File: config.mk
export PLATFORM = sky130hd
export DESIGN_NAME = key_event_fifo
export DESIGN_NICKNAME = d
export VERILOG_FILES = /design/src/rtl/key_event_fifo.sv
export SDC_FILE = /design/constraint.sdc
export NUM_CORES = 1
export LEC_CHECK = 0
export CAP_MARGIN = 20
export CORE_MARGIN = 2
export CORE_UTILIZATION = 53
export CTS_BUF_LIST = sky130_fd_sc_hd__clkbuf_8
export DETAILED_ROUTE_END_ITERATION = 10
export DONT_BUFFER_PORTS = 1
export GPL_ROUTABILITY_DRIVEN = 0
export PLACE_DENSITY = 0.72
export SETUP_SLACK_MARGIN = 0.02
export SLEW_MARGIN = 20
export SYNTH_ARGS = -nofsm -noshare
export SYNTH_HDL_FRONTEND = slang
export SYNTH_SLANG_ARGS = --single-unit
File: constraint.sdc
create_clock -name clock -period 5.14 [get_ports clock]
set_clock_uncertainty 0.1 [all_clocks]
set_input_delay 1.028 -clock clock [delete_from_list [all_inputs] [get_ports clock]]
set_output_delay 1.028 -clock clock [all_outputs]
set_load 0.02 [all_outputs]
File: src/rtl/key_event_fifo.sv
// Keypad event FIFO: accepts scanner key events, suppresses repeats of the
// same code within a lockout window, and queues accepted codes for a consumer.
module key_event_fifo #(
  parameter int DEPTH   = 8,
  parameter int LOCKOUT = 1000
) (
  input  logic                     clock,
  input  logic                     reset,
  input  logic [3:0]               Code,
  input  logic                     Valid,
  output logic [3:0]               out_code,
  output logic                     out_valid,
  input  logic                     out_ready,
  output logic [$clog2(DEPTH):0]   count,
  output logic                     overflow,
  input  logic                     clear_overflow
);

  localparam int AW = $clog2(DEPTH);
  localparam int CW = AW + 1;
  localparam int LW = $clog2(LOCKOUT + 1);

  logic [3:0]    storage [DEPTH];
  logic [AW-1:0] wrPtr_q, wrPtr_d;
  logic [AW-1:0] rdPtr_q, rdPtr_d;
  logic [CW-1:0] count_q, count_d;
  logic          overflow_q, overflow_d;
  logic [3:0]    lastCode_q, lastCode_d;
  logic          lastVld_q, lastVld_d;
  logic [LW-1:0] lockCnt_q, lockCnt_d;

  logic suppress, accept, pop, push, drop, isFull, isEmpty;

  assign isEmpty  = (count_q == '0);
  assign isFull   = (count_q == CW'(DEPTH));
  assign suppress = lastVld_q && (lockCnt_q != '0) && (Code == lastCode_q);
  assign accept   = Valid && !suppress;
  assign pop      = !isEmpty && out_ready;
  assign push     = accept && (!isFull || pop);
  assign drop     = accept && isFull && !pop;

  // Dropped events still refresh the repeat filter, so the lockout window is
  // driven purely by what the scanner reported, not by FIFO occupancy.
  always_comb begin
    lastCode_d = lastCode_q;
    lastVld_d  = lastVld_q;
    lockCnt_d  = lockCnt_q;
    if (accept) begin
      lastCode_d = Code;
      lastVld_d  = 1'b1;
      lockCnt_d  = LW'(LOCKOUT);
    end else if (lockCnt_q != '0) begin
      lockCnt_d = lockCnt_q - LW'(1);
    end
  end

  always_comb begin
    wrPtr_d    = wrPtr_q;
    rdPtr_d    = rdPtr_q;
    count_d    = count_q;
    overflow_d = overflow_q;
    if (push) wrPtr_d = wrPtr_q + AW'(1);
    if (pop)  rdPtr_d = rdPtr_q + AW'(1);
    case ({push, pop})
      2'b10:   count_d = count_q + CW'(1);
      2'b01:   count_d = count_q - CW'(1);
      default: count_d = count_q;
    endcase
    // A drop in the same cycle as a clear request wins.
    if (drop)
      overflow_d = 1'b1;
    else if (clear_overflow)
      overflow_d = 1'b0;
  end

  always_ff @(posedge clock) begin
    if (reset) begin
      wrPtr_q    <= '0;
      rdPtr_q    <= '0;
      count_q    <= '0;
      overflow_q <= 1'b0;
      lastCode_q <= 4'h0;
      lastVld_q  <= 1'b0;
      lockCnt_q  <= '0;
    end else begin
      wrPtr_q    <= wrPtr_d;
      rdPtr_q    <= rdPtr_d;
      count_q    <= count_d;
      overflow_q <= overflow_d;
      lastCode_q <= lastCode_d;
      lastVld_q  <= lastVld_d;
      lockCnt_q  <= lockCnt_d;
    end
  end

  always_ff @(posedge clock) begin
    if (!reset && push)
      storage[wrPtr_q] <= Code;
  end

  assign out_valid = !isEmpty;
  assign out_code  = isEmpty ? 4'h0 : storage[rdPtr_q];
  assign count     = count_q;
  assign overflow  = overflow_q;

endmodule

==> Implementation_results.wiki <==
{| class="wikitable"
! Metric !! Value
|-
| Run status || complete, no violations
|-
| Category of the worst setup path capture point || flop
|-
| Final Critical Period || 3.10 ns
|-
| First-iteration detailed-routing DRC count || 127
|-
| Cell type of the slowest stage on the worst timing path || sky130_fd_sc_hd__nor4_1
|-
| Via total after detailed routing || 1,636
|-
| Number of vias per cell after detailed routing || 5.64
|-
| Synthesized area per cell || 12.3 um^2
|-
| Count of flip-flops with a built-in enable after synthesis || 32
|-
| Clock Path Buffers || 2
|-
| Number of fill cells in the layout || 395
|-
| Period utilisation layout || 60.4%
|-
| Critical Setup Path Class || flop to flop
|-
| Height of the die || 74.9 um
|-
| PortBufs || 0
|-
| RSZ-0062 raised after global routing || false
|-
| Power per cell area || 440 nW/um^2
|-
| Post-DP Area || 2700 um^2
|-
| Share of layout cells above drive strength 1 || 14.3%
|-
| HPWL Detailed || 3.23 mm
|-
| TritonCTS buffer count || 9
|-
| Worst slew margin || 31.9%
|-
| Leading cell type by number of instances after synthesis || sky130_fd_sc_hd__edfxtp_1
|-
| Post-CTS Setup Bufs || 0
|-
| Average wire per cell in the routed design || 16.3 um
|-
| Sequence of cells on the critical path || inv_1, ha_1, nor4b_2, and3_4, o41ai_2, or3_1, nor4_1
|-
| Most area-hungry cell type in the Yosys netlist || sky130_fd_sc_hd__edfxtp_1
|-
| Worst skew pair latency || 0.33 ns
|-
| Final critical-path setup slack || 2.04 ns
|-
| Peak supply drop || 0.264 mV
|-
| Antenna viol nets, final || 0
|-
| Type of origin of the critical path || flop
|-
| Synth-to-Final Area Change || 8.17%
|-
| Die Outline Area || 5610 um^2
|-
| Initial core utilization || 55.7%
|-
| Clock tree from TritonCTS || built
|-
| Clock H-tree levels || 3
|-
| Gates resized, CTS repair || 0
|-
| Post-Syn Area || 2660 um^2
|-
| First-pass GRT wire length || 7.73 mm
|-
| Area share of the largest cell type after synthesis || 36.1%
|-
| Most used DFF post-synth || sky130_fd_sc_hd__edfxtp_1
|-
| Clock-pin slew on the worst setup and hold paths || 0.06 ns
|-
| Top cells by area in the synthesized netlist || sky130_fd_sc_hd__edfxtp_1, sky130_fd_sc_hd__dfxtp_1, sky130_fd_sc_hd__mux4_2, sky130_fd_sc_hd__mux2i_1, sky130_fd_sc_hd__nor2_1
|-
| Horiz. Die Dim || 74.9 um
|-
| Static leakage || 1.01 nW
|-
| Final Hold Viols || 0
|-
| Data arrival time of the worst path || 2.96 ns
|-
| Fin Hold WS || 0.377 ns
|-
| Count of clock tree sinks || 61
|-
| Layout net count || 232
|-
| Total nets after synthesis || 231
|-
| Pre-CTS setup slack || 1.80 ns
|-
| IO Pins || 19
|-
| Final count of pins violating max slew || 0
|-
| Global-route usage over all layers || 19.3%
|-
| Total negative setup slack || 0 ns
|-
| Vias in the first global route || 1,591
|-
| Leftover overflow at the end of global routing || 0
|-
| Async set-or-reset flop fraction in the synthesized netlist || 0%
|-
| Total non-filler cell area in the finished layout || 2880 um^2
|-
| Cell row count || 25
|-
| Top achievable clock speed || 0.322 GHz
|-
| Cell count after synthesis || 217
|-
| Max-cap violations || 0
|-
| Post-Route WL || 4.73 mm
|-
| Hold_buf cts || 0
|-
| Fraction of the yosys area taken by sequential cells || 57.9%
|-
| Area of the core region || 4790 um^2
|-
| Synth warn || 0
|-
| Delay of the slowest cell on the worst path || 0.78 ns
|-
| Worst Path Max Fanout || 9
|-
| Cell variety after synth || 41
|-
| Clock root buffer || sky130_fd_sc_hd__clkbuf_8
|-
| Transition time at the pin with the least slew margin || 1.01 ns
|-
| Worst hold-check path type || flop to flop
|-
| Antenna diode count || 0
|-
| Number of storage elements in the synthesis netlist || 61
|-
| Pre-Repair DR Iteration Count || 4
|-
| Number of DRC violations after detailed routing || 0
|-
| Number of setup violations in the final report || 0
|-
| Required time worst endpoint || 5.00 ns
|-
| Antenna violations before repair || 0
|-
| Maximum number of pins on one net before global-route repair || 31
|-
| Synth top cells by count || sky130_fd_sc_hd__edfxtp_1, sky130_fd_sc_hd__dfxtp_1, sky130_fd_sc_hd__nor2_1, sky130_fd_sc_hd__nand2_1, sky130_fd_sc_hd__a21oi_1
|}
==> state kept, by name, summed over array words and instances, names as in the netlist, named ones only <==
| signal | flops |
|---|---|
| count | 4 |
| lockCnt_q | 10 |
| wrPtr_q | 3 |
| rdPtr_q | 3 |
| storage | 32 |
| lastVld_q | 1 |
| lastCode_q | 4 |
| overflow | 1 |
==> metal layers <==
metal	share of wire [%]	global-route usage, %	up-vias
met5	0	0	-
met4	2.2	10.1	0
met3	3.7	5.76	10
met2	48	29.5	27
met1	47	24.8	783
li1	-	-	816
==> power breakdown <==
part	switching, W	total (W)	internal, W	leakage [nW]
Clock	0.000179	0.000376	0.000197	0.0963
Sequential	0.0000801	0.000629	0.000549	0.528
Combinational	0.000140	0.000263	0.000123	0.381
Total	0.000398	0.00127	0.000869	1.01
==> layout by cell type (no fill, tap or decap), types with 2 or more instances in the layout <==
cell type                  count
sky130_fd_sc_hd__inv_1         6
sky130_fd_sc_hd__o31ai_1       2
sky130_fd_sc_hd__nor2b_1       4
sky130_fd_sc_hd__nand3b_1      2
sky130_fd_sc_hd__edfxtp_1     32
sky130_fd_sc_hd__xor2_1        4
sky130_fd_sc_hd__a21oi_1      13
sky130_fd_sc_hd__nor4_1        5
sky130_fd_sc_hd__a31oi_1       3
sky130_fd_sc_hd__dfxtp_1      29
sky130_fd_sc_hd__mux4_2        8
sky130_fd_sc_hd__nand2b_1      7
sky130_fd_sc_hd__clkbuf_8     11
sky130_fd_sc_hd__ha_1          5
sky130_fd_sc_hd__o21ai_0       2
sky130_fd_sc_hd__or4_1         2
sky130_fd_sc_hd__mux2_2        2
sky130_fd_sc_hd__nor3_1        5
sky130_fd_sc_hd__nand3_1       5
sky130_fd_sc_hd__clkinv_2      3
sky130_fd_sc_hd__xnor2_1       4
sky130_fd_sc_hd__mux2i_1      10
sky130_fd_sc_hd__nor2_1       26
sky130_fd_sc_hd__nand2_1      15
==> path summary, 6_finish.rpt <==
check	cells past startpoint	to	slack [ns]	startpoint
max	7	storage[0][2]	2.04	lockCnt_q[0]
min	2	lastCode_q[0]	0.38	lastCode_q[0]
max reg2reg	7	storage[0][2]	2.04	lockCnt_q[0]
min reg2reg	2	lastCode_q[0]	0.38	lastCode_q[0]
==> logic make-up (layout without fill, tap and decap cells) <==
kind of cell / count (synthesis) / in the layout / share of synthesized area (%)
multiplexers: 20 / 20 / 11.4
adder cells (fa/ha/maj): 5 / 5 / 2.35
flip-flops: 61 / 61 / 57.9
buffers and inverters: 16 / 22 / 2.63
AND/OR/NAND/NOR: 76 / 76 / 14.6
AO/OA/AOI/OAI: 31 / 31 / 8.60
XOR/XNOR: 8 / 8 / 2.63
==> area by class of cell <==
type / count / area [um^2] / share of cell area [%]
inverter: 5 / 18.8 / 0.651
timing repair buffer: 1 / 7.51 / 0.261
clock buffer: 11 / 151 / 5.25
sequential: 61 / 1540 / 53.5
tap: 67 / 83.8 / 2.91
multi-input combinational: 140 / 1050 / 36.5
clock inverter: 5 / 26.3 / 0.912
==> stage by stage <==
stage / util [%] / std cells / total power [W]
6_report: 60.2 / 290 / 0.00127
5_1_grt: 60.2 / 290 / 0.00133
4_1_cts: 60.2 / 290 / 0.00127
3_5_place_dp: 56.5 / 274 / 0.000905
3_3_place_gp: 56.5 / 274 / 0.000899
2_1_floorplan: - / 217 / 0.000862
==> worst max-delay path: cells and delay by family, from the launching register on <==
family | cells | cell delay, ns
AND/OR/NAND/NOR | 4 | 1.86
flip-flops | 1 | 0.32
AO/OA/AOI/OAI | 1 | 0.17
adder cells (fa/ha/maj) | 1 | 0.16
buffers and inverters | 1 | 0.11
Power figures use the tool's default switching activity.
